===== config.mk =====
export PLATFORM = sky130hd
export DESIGN_NAME = bk_pipe_subtractor_flat
export DESIGN_NICKNAME = d
export VERILOG_FILES = /design/src/rtl/bk_pipe_subtractor_if.sv /design/src/rtl/bk_pipe_subtractor.sv /design/src/flat_wrapper.sv
export SDC_FILE = /design/constraint.sdc
export NUM_CORES = 1
export LEC_CHECK = 0
export CORE_ASPECT_RATIO = 1.1
export CORE_MARGIN = 3
export CORE_UTILIZATION = 40
export DETAILED_ROUTE_END_ITERATION = 10
export SYNTH_ARGS = -nofsm -noshare
export SYNTH_HDL_FRONTEND = slang
export SYNTH_SLANG_ARGS = --single-unit

===== constraint.sdc =====
create_clock -name clk -period 1.42 [get_ports clk]
set_input_delay 0.142 -clock clk [delete_from_list [all_inputs] [get_ports clk]]
set_output_delay 0.142 -clock clk [all_outputs]
set_load 0.05 [all_outputs]

===== src/rtl/bk_pipe_subtractor_if.sv =====
`default_nettype none
// +----------------------------------------------------------------------------+
// | Module   : bk_pipe_subtractor_if                                           |
// | Purpose  : Streaming bundle for the pipelined Brent-Kung subtractor.       |
// |            Carries the operand beat (valid/ready, interleaved operands,    |
// |            borrow-in) and the result beat (valid/ready, difference,        |
// |            borrow-out, zero flag).                                         |
// | Signals  : in_valid, in_ready, in_operands[2*WIDTH], in_borrow,            |
// |            out_valid, out_ready, out_diff[WIDTH], out_borrow, out_zero     |
// | Modports : master - producer of operands / consumer of results            |
// |            slave  - the subtractor itself                                  |
// | Revision : 1.0  initial release                                            |
// +----------------------------------------------------------------------------+
interface bk_pipe_subtractor_if #(
  parameter int WIDTH = 12
);
  logic               in_valid;
  logic               in_ready;
  logic [2*WIDTH-1:0] in_operands;
  logic               in_borrow;
  logic               out_valid;
  logic               out_ready;
  logic [WIDTH-1:0]   out_diff;
  logic               out_borrow;
  logic               out_zero;

  modport master (
    output in_valid,
    output in_operands,
    output in_borrow,
    output out_ready,
    input  in_ready,
    input  out_valid,
    input  out_diff,
    input  out_borrow,
    input  out_zero
  );

  modport slave (
    input  in_valid,
    input  in_operands,
    input  in_borrow,
    input  out_ready,
    output in_ready,
    output out_valid,
    output out_diff,
    output out_borrow,
    output out_zero
  );
endinterface
`default_nettype wire


===== src/rtl/bk_pipe_subtractor.sv =====
`default_nettype none
// +----------------------------------------------------------------------------+
// | Module   : bk_pipe_subtractor                                              |
// | Purpose  : Three-stage, valid/ready pipelined unsigned subtractor computing|
// |            a - b - borrow_in as a + ~b + ~borrow_in on a Brent-Kung prefix |
// |            network.                                                        |
// |              S1: unpack operands, register per-bit generate/propagate and  |
// |                  the borrow-in.                                            |
// |              S2: Brent-Kung up-sweep, register group terms + bit propagate.|
// |              S3: down-sweep, sum = p ^ carry, register diff/borrow/zero.   |
// | Ports    : clk     - rising-edge clock                                     |
// |            rst_n   - asynchronous active-low reset                         |
// |            bus     - bk_pipe_subtractor_if.slave                           |
// |                      in_valid/in_ready/in_operands/in_borrow  (operands)   |
// |                      out_valid/out_ready/out_diff/out_borrow/out_zero      |
// | Params   : WIDTH   - operand width, even and >= 2                          |
// | Revision : 1.0  initial release                                            |
// +----------------------------------------------------------------------------+
module bk_pipe_subtractor #(
  parameter int WIDTH = 12
) (
  input wire                  clk,
  input wire                  rst_n,
  bk_pipe_subtractor_if.slave bus
);

  localparam int LEVELS = $clog2(WIDTH);

  if ((WIDTH < 2) || ((WIDTH % 2) != 0)) begin : g_bad_width
    $error("bk_pipe_subtractor: WIDTH must be even and >= 2");
  end

  // --------------------------------------------------------------------------
  // Flow control: each stage may accept when empty or when the stage after it
  // is draining this cycle. in_ready is therefore combinational from out_ready.
  // --------------------------------------------------------------------------
  logic r_s1_valid;
  logic r_s2_valid;
  logic r_s3_valid;
  logic w_ready1;
  logic w_ready2;
  logic w_ready3;
  logic w_load1;
  logic w_load2;
  logic w_load3;

  assign w_ready3 = ~r_s3_valid | bus.out_ready;
  assign w_ready2 = ~r_s2_valid | w_ready3;
  assign w_ready1 = ~r_s1_valid | w_ready2;

  assign w_load1  = bus.in_valid & w_ready1;
  assign w_load2  = r_s1_valid   & w_ready2;
  assign w_load3  = r_s2_valid   & w_ready3;

  assign bus.in_ready = w_ready1;

  // A stage's valid follows its upstream valid whenever it is ready: it either
  // takes a new beat or, having handed its own beat on, empties.
  always_ff @(posedge clk or negedge rst_n) begin
    if (!rst_n) begin
      r_s1_valid <= 1'b0;
      r_s2_valid <= 1'b0;
      r_s3_valid <= 1'b0;
    end else begin
      if (w_ready1) r_s1_valid <= bus.in_valid;
      if (w_ready2) r_s2_valid <= r_s1_valid;
      if (w_ready3) r_s3_valid <= r_s2_valid;
    end
  end

  // --------------------------------------------------------------------------
  // Stage 1: unpack interleaved operands, per-bit generate/propagate of a + ~b.
  // --------------------------------------------------------------------------
  logic [WIDTH-1:0] w_a;
  logic [WIDTH-1:0] w_b;
  logic [WIDTH-1:0] w_g;
  logic [WIDTH-1:0] w_p;

  for (genvar gi = 0; gi < WIDTH; gi++) begin : g_unpack
    assign w_a[gi] = bus.in_operands[2*gi];
    assign w_b[gi] = bus.in_operands[2*gi+1];
  end

  assign w_g = w_a & ~w_b;
  assign w_p = w_a ^ ~w_b;

  logic [WIDTH-1:0] r_s1_g;
  logic [WIDTH-1:0] r_s1_p;
  logic             r_s1_borrow;

  always_ff @(posedge clk or negedge rst_n) begin
    if (!rst_n) begin
      r_s1_g      <= '0;
      r_s1_p      <= '0;
      r_s1_borrow <= 1'b0;
    end else if (w_load1) begin
      r_s1_g      <= w_g;
      r_s1_p      <= w_p;
      r_s1_borrow <= bus.in_borrow;
    end
  end

  // --------------------------------------------------------------------------
  // Stage 2: Brent-Kung up-sweep.
  // The carry-in of the adder form (~borrow_in) is folded into bit 0's
  // generate so every prefix computed below is a true carry out of its bit.
  // At level l, every position i with (i+1) a multiple of 2^(l+1) absorbs the
  // group ending at i - 2^l; that source position is never rewritten at the
  // same level, so the update can be done in place.
  // --------------------------------------------------------------------------
  logic             w_s2_cin;
  logic [WIDTH-1:0] w_up_g;
  logic [WIDTH-1:0] w_up_p;

  assign w_s2_cin = ~r_s1_borrow;

  always_comb begin
    w_up_g    = r_s1_g;
    w_up_p    = r_s1_p;
    w_up_g[0] = r_s1_g[0] | (r_s1_p[0] & w_s2_cin);
    for (int l = 0; l < LEVELS; l++) begin
      for (int i = 0; i < WIDTH; i++) begin
        if (((i + 1) % (2 << l)) == 0) begin
          w_up_g[i] = w_up_g[i] | (w_up_p[i] & w_up_g[i - (1 << l)]);
          w_up_p[i] = w_up_p[i] & w_up_p[i - (1 << l)];
        end
      end
    end
  end

  logic [WIDTH-1:0] r_s2_gg;
  logic [WIDTH-1:0] r_s2_gp;
  logic [WIDTH-1:0] r_s2_p;
  logic             r_s2_cin;

  always_ff @(posedge clk or negedge rst_n) begin
    if (!rst_n) begin
      r_s2_gg  <= '0;
      r_s2_gp  <= '0;
      r_s2_p   <= '0;
      r_s2_cin <= 1'b0;
    end else if (w_load2) begin
      r_s2_gg  <= w_up_g;
      r_s2_gp  <= w_up_p;
      r_s2_p   <= r_s1_p;
      r_s2_cin <= w_s2_cin;
    end
  end

  // --------------------------------------------------------------------------
  // Stage 3: Brent-Kung down-sweep.
  // Working from the widest span down, position i with (i+1) mod 2^(l+1) equal
  // to 2^l (and a non-empty left neighbour) joins the full prefix at i - 2^l,
  // which the up-sweep or a wider down-sweep level has already completed.
  // Because the carry-in is folded into bit 0, only generate needs updating.
  // --------------------------------------------------------------------------
  logic [WIDTH-1:0] w_dn_g;

  always_comb begin
    w_dn_g = r_s2_gg;
    for (int l = LEVELS - 1; l >= 0; l--) begin
      for (int i = 0; i < WIDTH; i++) begin
        if ((((i + 1) % (2 << l)) == (1 << l)) && (i > (1 << l))) begin
          w_dn_g[i] = w_dn_g[i] | (r_s2_gp[i] & w_dn_g[i - (1 << l)]);
        end
      end
    end
  end

  // Group propagate at positions that already hold full prefixes is not
  // consumed by the down-sweep.
  logic w_unused_gp;
  assign w_unused_gp = &{1'b0, r_s2_gp};

  logic [WIDTH-1:0] w_carry;
  logic [WIDTH-1:0] w_sum;
  logic             w_cout;

  assign w_carry = {w_dn_g[WIDTH-2:0], r_s2_cin};
  assign w_sum   = r_s2_p ^ w_carry;
  assign w_cout  = w_dn_g[WIDTH-1];

  logic [WIDTH-1:0] r_s3_diff;
  logic             r_s3_borrow;
  logic             r_s3_zero;

  // A missing carry-out of a + ~b + ~borrow_in means the subtraction borrowed.
  always_ff @(posedge clk or negedge rst_n) begin
    if (!rst_n) begin
      r_s3_diff   <= '0;
      r_s3_borrow <= 1'b0;
      r_s3_zero   <= 1'b0;
    end else if (w_load3) begin
      r_s3_diff   <= w_sum;
      r_s3_borrow <= ~w_cout;
      r_s3_zero   <= ~|w_sum;
    end
  end

  assign bus.out_valid  = r_s3_valid;
  assign bus.out_diff   = r_s3_diff;
  assign bus.out_borrow = r_s3_borrow;
  assign bus.out_zero   = r_s3_zero;

endmodule
`default_nettype wire


===== src/flat_wrapper.sv =====
// flat-port wrapper written by rule: the top's interface ports become plain ports
module bk_pipe_subtractor_flat 
#(
  parameter int WIDTH = 12
)
  (clk, rst_n, bus_in_valid, bus_in_operands, bus_in_borrow, bus_out_ready, bus_in_ready, bus_out_valid, bus_out_diff, bus_out_borrow, bus_out_zero);
  bk_pipe_subtractor_if #(.WIDTH(WIDTH)) bus_i ();
  input wire clk;
  input wire rst_n;
  input wire logic [$bits(bus_i.in_valid)-1:0] bus_in_valid;
  input wire logic [$bits(bus_i.in_operands)-1:0] bus_in_operands;
  input wire logic [$bits(bus_i.in_borrow)-1:0] bus_in_borrow;
  input wire logic [$bits(bus_i.out_ready)-1:0] bus_out_ready;
  output wire logic [$bits(bus_i.in_ready)-1:0] bus_in_ready;
  output wire logic [$bits(bus_i.out_valid)-1:0] bus_out_valid;
  output wire logic [$bits(bus_i.out_diff)-1:0] bus_out_diff;
  output wire logic [$bits(bus_i.out_borrow)-1:0] bus_out_borrow;
  output wire logic [$bits(bus_i.out_zero)-1:0] bus_out_zero;
  assign bus_i.in_valid = bus_in_valid;
  assign bus_i.in_operands = bus_in_operands;
  assign bus_i.in_borrow = bus_in_borrow;
  assign bus_i.out_ready = bus_out_ready;
  assign bus_in_ready = bus_i.in_ready;
  assign bus_out_valid = bus_i.out_valid;
  assign bus_out_diff = bus_i.out_diff;
  assign bus_out_borrow = bus_i.out_borrow;
  assign bus_out_zero = bus_i.out_zero;
  bk_pipe_subtractor #(.WIDTH(WIDTH)) u_core (.clk(clk), .rst_n(rst_n), .bus(bus_i));
endmodule

Yosys cells after proc, flatten, opt, wreduce, memory -nomap -nowiden
Index checks and enable logic that the tools add are counted.
{ "classes": {"n_bitwise": 63, "reduce_logical": 2} }
{ "ops": {"columns": ["cell", "n"], "rows": [
  ["$and A1 B1 Y1", 32],
  ["$xor A12 B12 Y12", 2],
  ["$or A1 B1 Y1", 22],
  ["$and A12 B12 Y12", 1],
  ["$not A12 Y12", 1],
  ["$reduce_or A12 Y1", 1],
  ["$not A1 Y1", 5],
  ["$logic_not A1 Y1", 1]
]} }
{ "totals": {"reg_bits": 79, "output_inout_bits": 16, "wordCells": 78} }

Longest topological paths before layout
Gate-level depths: netlist (run 1).
{ "logic_depth": {"ltp_word": 9, "ltp_mapped": 6, "mapped_depth_nobuf": 6} }

Worst setup path before layout (run 1)
No wires, ideal clock.
{ "synth_timing": {"kind": "register -> register", "startpoint": "register u_core.r_s3_valid (netlist: u_core.bus.out_valid)", "endpoint": "register u_core.r_s1_g[10]", "t_arrival_ns": 1.720, "slack_ns": -0.425, "stages_incl_launch_ff": 5, "synth_period_minus_slack_ns": 1.845, "path_cell_list": "dfrtp_1 > nand4b_4 > nand2_4 > buf_12 > mux2_4"} }
{ "synth_via": {"elab_chain_cells": 5} }
{ "synth_lines": {"columns": ["item", "line", "text"], "rows": [
  ["from (decl)", "bk_pipe_subtractor.sv:39", "logic r_s3_valid;"],
  ["from (signal assigned)", "bk_pipe_subtractor.sv:67", "if (w_ready3) r_s3_valid <= r_s2_valid;"],
  ["$not A1 Y1", "bk_pipe_subtractor.sv:47", "assign w_ready3 = ~r_s3_valid | bus.out_ready;"],
  ["$or A1 B1 Y1", "bk_pipe_subtractor.sv:47", null],
  ["$or A1 B1 Y1", "bk_pipe_subtractor.sv:48", "assign w_ready2 = ~r_s2_valid | w_ready3;"],
  ["$or A1 B1 Y1", "bk_pipe_subtractor.sv:49", "assign w_ready1 = ~r_s1_valid | w_ready2;"],
  ["via bus_in_ready", "flat_wrapper.sv:14", "output wire logic [$bits(bus_i.in_ready)-1:0] bus_in_ready;"],
  ["$and A1 B1 Y1", "bk_pipe_subtractor.sv:51", "assign w_load1 = bus.in_valid & w_ready1;"],
  ["to (signal assigned)", "bk_pipe_subtractor.sv:97", "r_s1_g <= w_g;"],
  ["to (decl)", "bk_pipe_subtractor.sv:87", "logic [WIDTH-1:0] r_s1_g;"]
]} }
The timed path passes the listed nets, and every way through them passes these cells.
A chain may end at the register's enable or synchronous reset.

Final worst setup path (run 1)
{ "layout_timing": {"startpoint": "register u_core.r_s2_gg[3]", "endpoint": "register u_core.r_s3_zero (netlist: u_core.bus.out_zero)"} }
{ "layout_via": {"elab_cells_between_ends": 9, "cone_classes": "bitwise: 7; reduce/logical: 2"} }
{ "layout_rtl": {"columns": ["item", "line", "text"], "rows": [
  ["from (decl)", "bk_pipe_subtractor.sv:131", "logic [WIDTH-1:0] r_s2_gg;"],
  ["from (signal assigned)", "bk_pipe_subtractor.sv:143", "r_s2_gg <= w_up_g;"],
  ["$and A1 B1 Y1", "bk_pipe_subtractor.sv:164", "w_dn_g[i] = w_dn_g[i] | (r_s2_gp[i] & w_dn_g[i - (1 << l)]);"],
  ["$or A1 B1 Y1", "bk_pipe_subtractor.sv:164", null],
  ["$xor A12 B12 Y12", "bk_pipe_subtractor.sv:180", "assign w_sum = r_s2_p ^ w_carry;"],
  ["via u_core.w_sum[6]", "bk_pipe_subtractor.sv:176", "logic [WIDTH-1:0] w_sum;"],
  ["$reduce_or A12 Y1", "bk_pipe_subtractor.sv:196", "r_s3_zero <= ~|w_sum;"],
  ["$logic_not A1 Y1", "bk_pipe_subtractor.sv:196", null],
  ["to (signal assigned)", "bk_pipe_subtractor.sv:196", null],
  ["to (decl)", "bk_pipe_subtractor.sv:185", "logic r_s3_zero;"]
]} }
The timed path passes the listed nets, and every way through them passes these cells.

==> metrics.cfg, run 1 <==
[power_and_ir_drop]
ir_worst_vdd_mv=0.6091
p_leak_nw=1.951
powerDensity_mw_per_mm2=1750

[die]
dieArea_mm2=0.009146
start_util_pct=42.06
std_cell_rows=33
die_y_um=100
fp.dieW_um=91.46
core_area_mm2=0.007639
ioPinCount=45

[cells_and_area]
fillers=665
nets=350
utilization_pct=53.97
drive_gt1_share_pct=35.60
syn2layout_area_growth_pct=28.31
num_antenna_cells=0

[synthesis]
synthDistinctLibCells=32
ys_seq_elements=70
ys_warn_count=0
synth_nets=286
synth_area_mm2=0.003213
synth_cells=240
ys_seq_area_share_pct=54.52
avgSynthCellArea_um2=13.39

[worst_setup_path]
rr_startpoint=u_core.r_s2_gg[3]
crit_fanout=2
cp_data_arrival_time_ns=1.72
endpoint_kind=flop
crit_type=reg -> reg
cp.required_ns=1.65
worstSetupStartpointType=flop
critPathLaunch=u_core.r_s2_gg[3]

[sta]
post-route-period-util_pct=104.8
max_freq_mhz=672.3
finalSetupViolCount=2
grt_setup_unrepaired=yes
hold_viol=0
worstMarginPinSlew_ns=0.3680
fin_skew_ns=0.006167
final.min_clock_period_ns=1.488
layout_setup_ws_ns=-0.06751
tns_ns=-0.09522
slew_headroom_pct=75.32
maxSlewViolCount=0

[cts]
clkSinkCount=70
htree_num_levels=3
clkTransAtPathRegs_ns=0.08
insertion_delay_ns=0.34
clk_path_buf_depth=2
root_buffer=clkbuf_8
cts_tree=done
numCtsBuffers=9

[placed_design]
hpwl_um=3976
io_buffers=44
gp_congestion=0.7414

[outcome]
violations=setup timing
outcome=finished, violations left

[route]
initialDrtViolationCount=54
via_per_inst=4.708
drt-total-wl_um=5457
route.detailed.drc=0
drt_pass1_iterations=4
wl_per_cell_um=13.18
ant_nets=0
via_count=1949

[job]
maxCapViolCount=0

[global_route]
grt_pass1_vias=1959
grt_pass1_wl_um=9439
grt_usage_pct=13.17
grt-ovfl-total=0
antenna_found_initial=0
grt_max_degree=71

[worst_hold_path]
hold_class=in -> async

cell usage after synthesis, drive strengths merged:
master | n | area [µm²]
nor2 | 6 | 22.52
inv | 14 | 52.55
a21oi | 7 | 35.03
and2 | 1 | 7.510
o21bai | 1 | 7.510
xnor2 | 3 | 26.28
ha | 17 | 212.7
xor2 | 4 | 35.03
a211oi | 2 | 15.01
nand4b | 1 | 23.77
mux2 | 48 | 615.6
o41ai | 1 | 16.27
o21a | 1 | 7.510
mux2i | 1 | 10.01
nand2 | 24 | 102.6
nand4 | 3 | 18.77
dfrtp | 70 | 1752
nor3 | 1 | 5.000
nand3b | 2 | 15.01
o21ai | 16 | 80.08
nand3 | 1 | 5.000
nand2b | 3 | 18.77
or2b | 1 | 7.510
o31ai | 1 | 7.510
a21o | 4 | 30.03
buf | 7 | 83.83
cell families (layout without fill, tap and decap cells):
kind of cell / Yosys count / after routing / share of synthesized area, %
buffers and inverters: 21 / 90 / 4.245
xor gates and xnor gates: 7 / 7 / 1.908
muxes: 49 / 49 / 19.47
and+or+nand+nor: 43 / 43 / 7.048
AOI/OAI and AO/OA: 33 / 33 / 6.192
DFF: 70 / 70 / 54.52
adders and majority gates: 17 / 17 / 6.620
sequential cells by signal, indices dropped and copies added (netlist names):
name,cells
u_core.r_s2_gp,3
u_core.r_s1_g,12
u_core.r_s2_cin,1
u_core.bus.out_diff,12
u_core.r_s2_gg,12
u_core.r_s1_p,12
u_core.bus.out_zero,1
u_core.r_s2_p,12
u_core.bus.out_borrow,1
u_core.r_s2_valid,1
u_core.r_s1_valid,1
u_core.r_s1_borrow,1
u_core.bus.out_valid,1
final timing paths:
path | end | slack [ns] | depth (start not counted)
hold / removal | u_core.r_s1_p[2] | 0.35 | 3
max in group asynchronous | u_core.r_s2_valid | 0.76 | 3
min in group clk | u_core.r_s1_borrow | 0.41 | 2
hold reg to reg | u_core.r_s2_gp[11] | 0.48 | 2
setup / recovery | u_core.bus.out_zero | -0.07 | 5
setup reg to reg | u_core.bus.out_zero | -0.07 | 5
critical path, stage by stage (launching register included):
cell	delay [ns]
dfrtp_1	0.38
a21o_1	0.19
ha_2	0.30
nor3_2	0.12
nand3_1	0.11
o41ai_2	0.30
repair_timing:
item                                   in CTS  in global routing
setup buffers                               0                  0
endpoints found under the hold margin      70                  0
pin swaps                                   1                  1
hold buffers                                1                  0
setup endpoints to repair                   3                 17
resized for setup                           5                  6
per-layer routing:
metal | routed length [µm] | vias to the layer above | share of wire, % | GRT usage, %
met2 | 2523 | 34 | 46 | 20.18
met4 | 115 | 0 | 2.1 | 7.309
li1 | - | 959 | - | -
met1 | 2659 | 946 | 49 | 17.56
met3 | 157 | 10 | 2.9 | 2.624
met5 | 0 | - | 0 | 0
power by group:
part | internal (W) | leakage [nW] | switching, W
clock network | 0.000986 | 0.106 | 0.000739
registers | 0.00252 | 0.849 | 0.000391
logic | 0.00119 | 0.995 | 0.00138
total | 0.00470 | 1.95 | 0.00251
final cells by class:
class	count	area [µm²]	area share [%]
Clock buffer	10	127.6	3.096
Tap cell	105	131.4	3.187
Inverter	14	52.55	1.275
Timing Repair Buffer	60	593.1	14.39
Clock inverter	6	86.33	2.094
Sequential cell	70	1754	42.55
Multi-Input combinational cell	149	1378	33.41
through the flow:
step / total power [W] / hold WS, ns / instance area, µm² / std cells / setup slack [ns]
after floorplan: 0.004500 / -0.1536 / 3214 / 240 / -0.1919
after global placement: 0.005417 / 0.1961 / 3845 / 397 / -0.1285
after detailed placement: 0.005474 / 0.1946 / 3845 / 397 / -0.1529
after CTS: 0.007264 / 0.3622 / 4089 / 414 / -0.1428
after global routing: 0.007673 / 0.3934 / 4123 / 414 / -0.1969
final: 0.007215 / 0.3473 / 4123 / 414 / -0.06751
cells in the final DEF (no fill, tap or decap), drive strengths merged:
master and n:
clkinvlp 1, o41ai 1, and2 1, o21bai 1, xor2 4, clkinv 3, clkdlybuf4s50 27, nand4b 1
dfrtp 70, clkbuf 10, bufinv 2, nand2 24, o21ai 16, o21a 1, o31ai 1, mux2 48
buf 32, nand4 3, dlygate4sd3 1, nor3 1, a21o 4, xnor2 3, inv 14, nor2 6
a211oi 2, nand3b 2, or2b 1, nand2b 3, ha 17, mux2i 1, a21oi 7, nand3 1
Note: power is estimated with default switching activity, not from simulation.
==> run 2: changes to the inputs <==
Settings changed: CORE_UTILIZATION 40 to 49, PLACE_DENSITY from default to 0.76, SLEW_MARGIN from default to 40.
==> metrics.cfg, run 2 (synthesis results as in run 1) <==
[worst_setup_path]
worstSetupStartpointType=flop  ; unchanged
endpoint_kind=flop  ; unchanged
crit_chain=a21o_1 > ha_2 > nor2_2 > xor2_1 > nand4_1 > o41ai_2  ; was a21o_1 > ha_2 > nor3_2 > nand3_1 > o41ai_2
cp.required_ns=1.65  ; about the same
rr_worst_depth=6  ; was 5
cp_top_family=compound AO/OA/AOI/OAI gates  ; unchanged
crit_type=reg -> reg  ; unchanged
cp_num_cells=6  ; was 5
worstReg2RegEnd=u_core.bus.out_zero  ; unchanged
crit_fanout=2  ; unchanged
regToRegSetupSlack_ns=-0.09  ; was -0.07 ns
slowest_stage=dfrtp_1  ; unchanged
worst-path-buf-inv=0  ; unchanged
rr_startpoint=u_core.r_s2_gg[3]  ; unchanged
max_stage_delay_ns=0.39  ; was 0.38 ns
cp_data_arrival_time_ns=1.73  ; was 1.72 ns

[sta]
maxSlewViolCount=0  ; unchanged
tns_ns=-0.08633  ; was -0.09522 ns
post-route-period-util_pct=106.1  ; was 104.8%
hold_ws_ns=0.2302  ; was 0.3473 ns
worstMarginPinSlew_ns=0.3867  ; was 0.3680 ns
finalSetupViolCount=1  ; was 2
slew_headroom_pct=74.06  ; was 75.32%
max_freq_mhz=663.9  ; was 672.3 MHz
fin_skew_ns=0.005813  ; was 0.006167 ns
hold_viol=0  ; unchanged
grt_setup_unrepaired=yes  ; unchanged
final.min_clock_period_ns=1.506  ; was 1.488 ns
layout_setup_ws_ns=-0.08633  ; was -0.06751 ns

[cells_and_area]
syn2layout_area_growth_pct=27.80  ; was 28.31%
multi_input_area_mm2=0.001390  ; was 0.001378 mm²
nets=351  ; was 350
post-route-cell-area_mm2=0.004106  ; was 0.004123 mm²
regArea_mm2=0.001754  ; unchanged
fillers=475  ; was 665
num_antenna_cells=0  ; unchanged
drive_gt1_share_pct=35.81  ; was 35.60%
layout_common_cells=68 x dfrtp_1, 27 x clkdlybuf4s50_1, 26 x mux2_2  ; was 68 x dfrtp_1, 27 x mux2_2, 27 x clkdlybuf4s50_1
final_common_cell=dfrtp_1  ; unchanged

[power_and_ir_drop]
intPower_w=0.004661  ; was 0.004705 W
comb_power_share_pct=38.6  ; was 35.7%
switching_share_pct=34.64  ; was 34.79%
p_sw_w=0.002470  ; was 0.002510 W
p_clk_share_pct=20.3  ; was 23.9%
p_total_w=0.007131  ; was 0.007215 W
p_leak_nw=1.962  ; was 1.951 nW
powerDensity_mw_per_mm2=1737  ; was 1750 mW/mm²
ir_worst_vdd_mv=1.329  ; was 0.6091 mV
p_seq_share_pct=41.2  ; was 40.4%

[outcome]
outcome=finished, violations left  ; unchanged
violations=setup timing  ; unchanged

[cts]
clkSinkCount=70  ; unchanged
insertion_delay_ns=0.33  ; was 0.34 ns
numCtsBuffers=9  ; unchanged
htree_num_levels=3  ; unchanged
root_buffer=clkbuf_8  ; unchanged
cts_tree=done  ; unchanged
clkTransAtPathRegs_ns=0.07  ; was 0.08 ns
clk_path_buf_depth=2  ; unchanged

[global_route]
grt_usage_pct=15.51  ; was 13.17%
grt-ovfl-total=0  ; unchanged
antenna_found_initial=0  ; unchanged
grt_max_degree=59  ; was 71
grt_pass1_vias=1970  ; was 1959
grt_pass1_wl_um=9294  ; was 9439 µm

[route]
drt-total-wl_um=5404  ; was 5457 µm
wl_per_cell_um=13.86  ; was 13.18 µm
drt_pass1_iterations=4  ; unchanged
ant_nets=0  ; unchanged
route.detailed.drc=0  ; unchanged
via_per_inst=4.995  ; was 4.708
via_count=1948  ; was 1949
initialDrtViolationCount=85  ; was 54

[die]
core_area_mm2=0.006269  ; was 0.007639 mm²
start_util_pct=51.26  ; was 42.06%
dieArea_mm2=0.007566  ; was 0.009146 mm²
std_cell_rows=30  ; was 33
ioPinCount=45  ; unchanged
fp.dieW_um=83.21  ; was 91.46 µm
die_y_um=90.93  ; was 100 µm

[placed_design]
gp_congestion=0.7558  ; was 0.7414
placed_cell_area_mm2=0.003831  ; was 0.003845 mm²
dp_slack_ns=-0.1478  ; was -0.1529 ns
hpwl_um=3969  ; was 3976 µm
io_buffers=44  ; unchanged

[job]
maxCapViolCount=0  ; unchanged

[worst_hold_path]
hold_class=in -> async  ; unchanged

## run 2: cell types whose count changed in the layout (fill, tap and decap cells not counted), moves of 2 or more
cell       before  now
nor2_1          4    2
clkbuf_1        1    4
clkbuf_8        9   12
clkinv_2        2    0
buf_4          25   23
buf_12          6    8
mux2_4         20   22
bufinv_16       2    0
## run 2: per-layer routing
metal	routed length, µm	up-vias	track usage, %
li1	-	957	-
met2	2578	34	23.66
met5	0	-	0
met1	2510	950	20.90
met3	246	7	4.991
met4	69	0	5.313
## run 2: worst max path at each step
| stage | slack, ns | endpoint | start |
|---|---|---|---|
| after floorplan | -0.19 | u_core.r_s1_g[10] | u_core.bus.out_valid |
| after global placement | -0.13 | u_core.r_s2_p[8] | bus_out_ready |
| after detailed placement | -0.15 | u_core.bus.out_zero | u_core.r_s2_gg[7] |
| after CTS | -0.09 | u_core.bus.out_zero | u_core.r_s2_gg[3] |
| after global routing | -0.21 | u_core.bus.out_zero | u_core.r_s2_gg[7] |
| final | -0.09 | u_core.bus.out_zero | u_core.r_s2_gg[3] |
## run 2: final cells by class
cell class / count / share of cell area, %
tap: 80 / 2.438
inverter: 14 / 1.280
clock buffer: 16 / 4.388
multi-input combinational: 149 / 33.85
sequential: 70 / 42.72
timing repair buffer: 61 / 15.33
## run 2: worst reg2reg max path, cell delays in order, from the launching register on
cell,delay [ns]
dfrtp_1,0.39
a21o_1,0.20
ha_2,0.18
nor2_2,0.08
xor2_1,0.18
nand4_1,0.15
o41ai_2,0.22
## run 2: power by group through the flow
stage	logic [W]	clock network, W	registers, W
floorplan	0.00102	0	0.00348
global placement	0.00251	0	0.00293
detailed placement	0.00256	0	0.00296
CTS	0.00271	0.00147	0.00293
global route	0.00296	0.00160	0.00301
finish	0.00275	0.00144	0.00294
## run 2: through the flow
step	utilization (%)	cells
floorplan	-	240
global placement	61.12	371
detailed placement	61.12	371
CTS	64.95	390
global route	65.51	390
finish	65.51	390
## run 2: timing repair
action	CTS	global route
pin swaps	4	3
endpoints found under the hold margin	12	0
setup endpoints to repair	3	16
hold buffers	1	0
gates resized for setup	8	8
buffers inserted	2	0
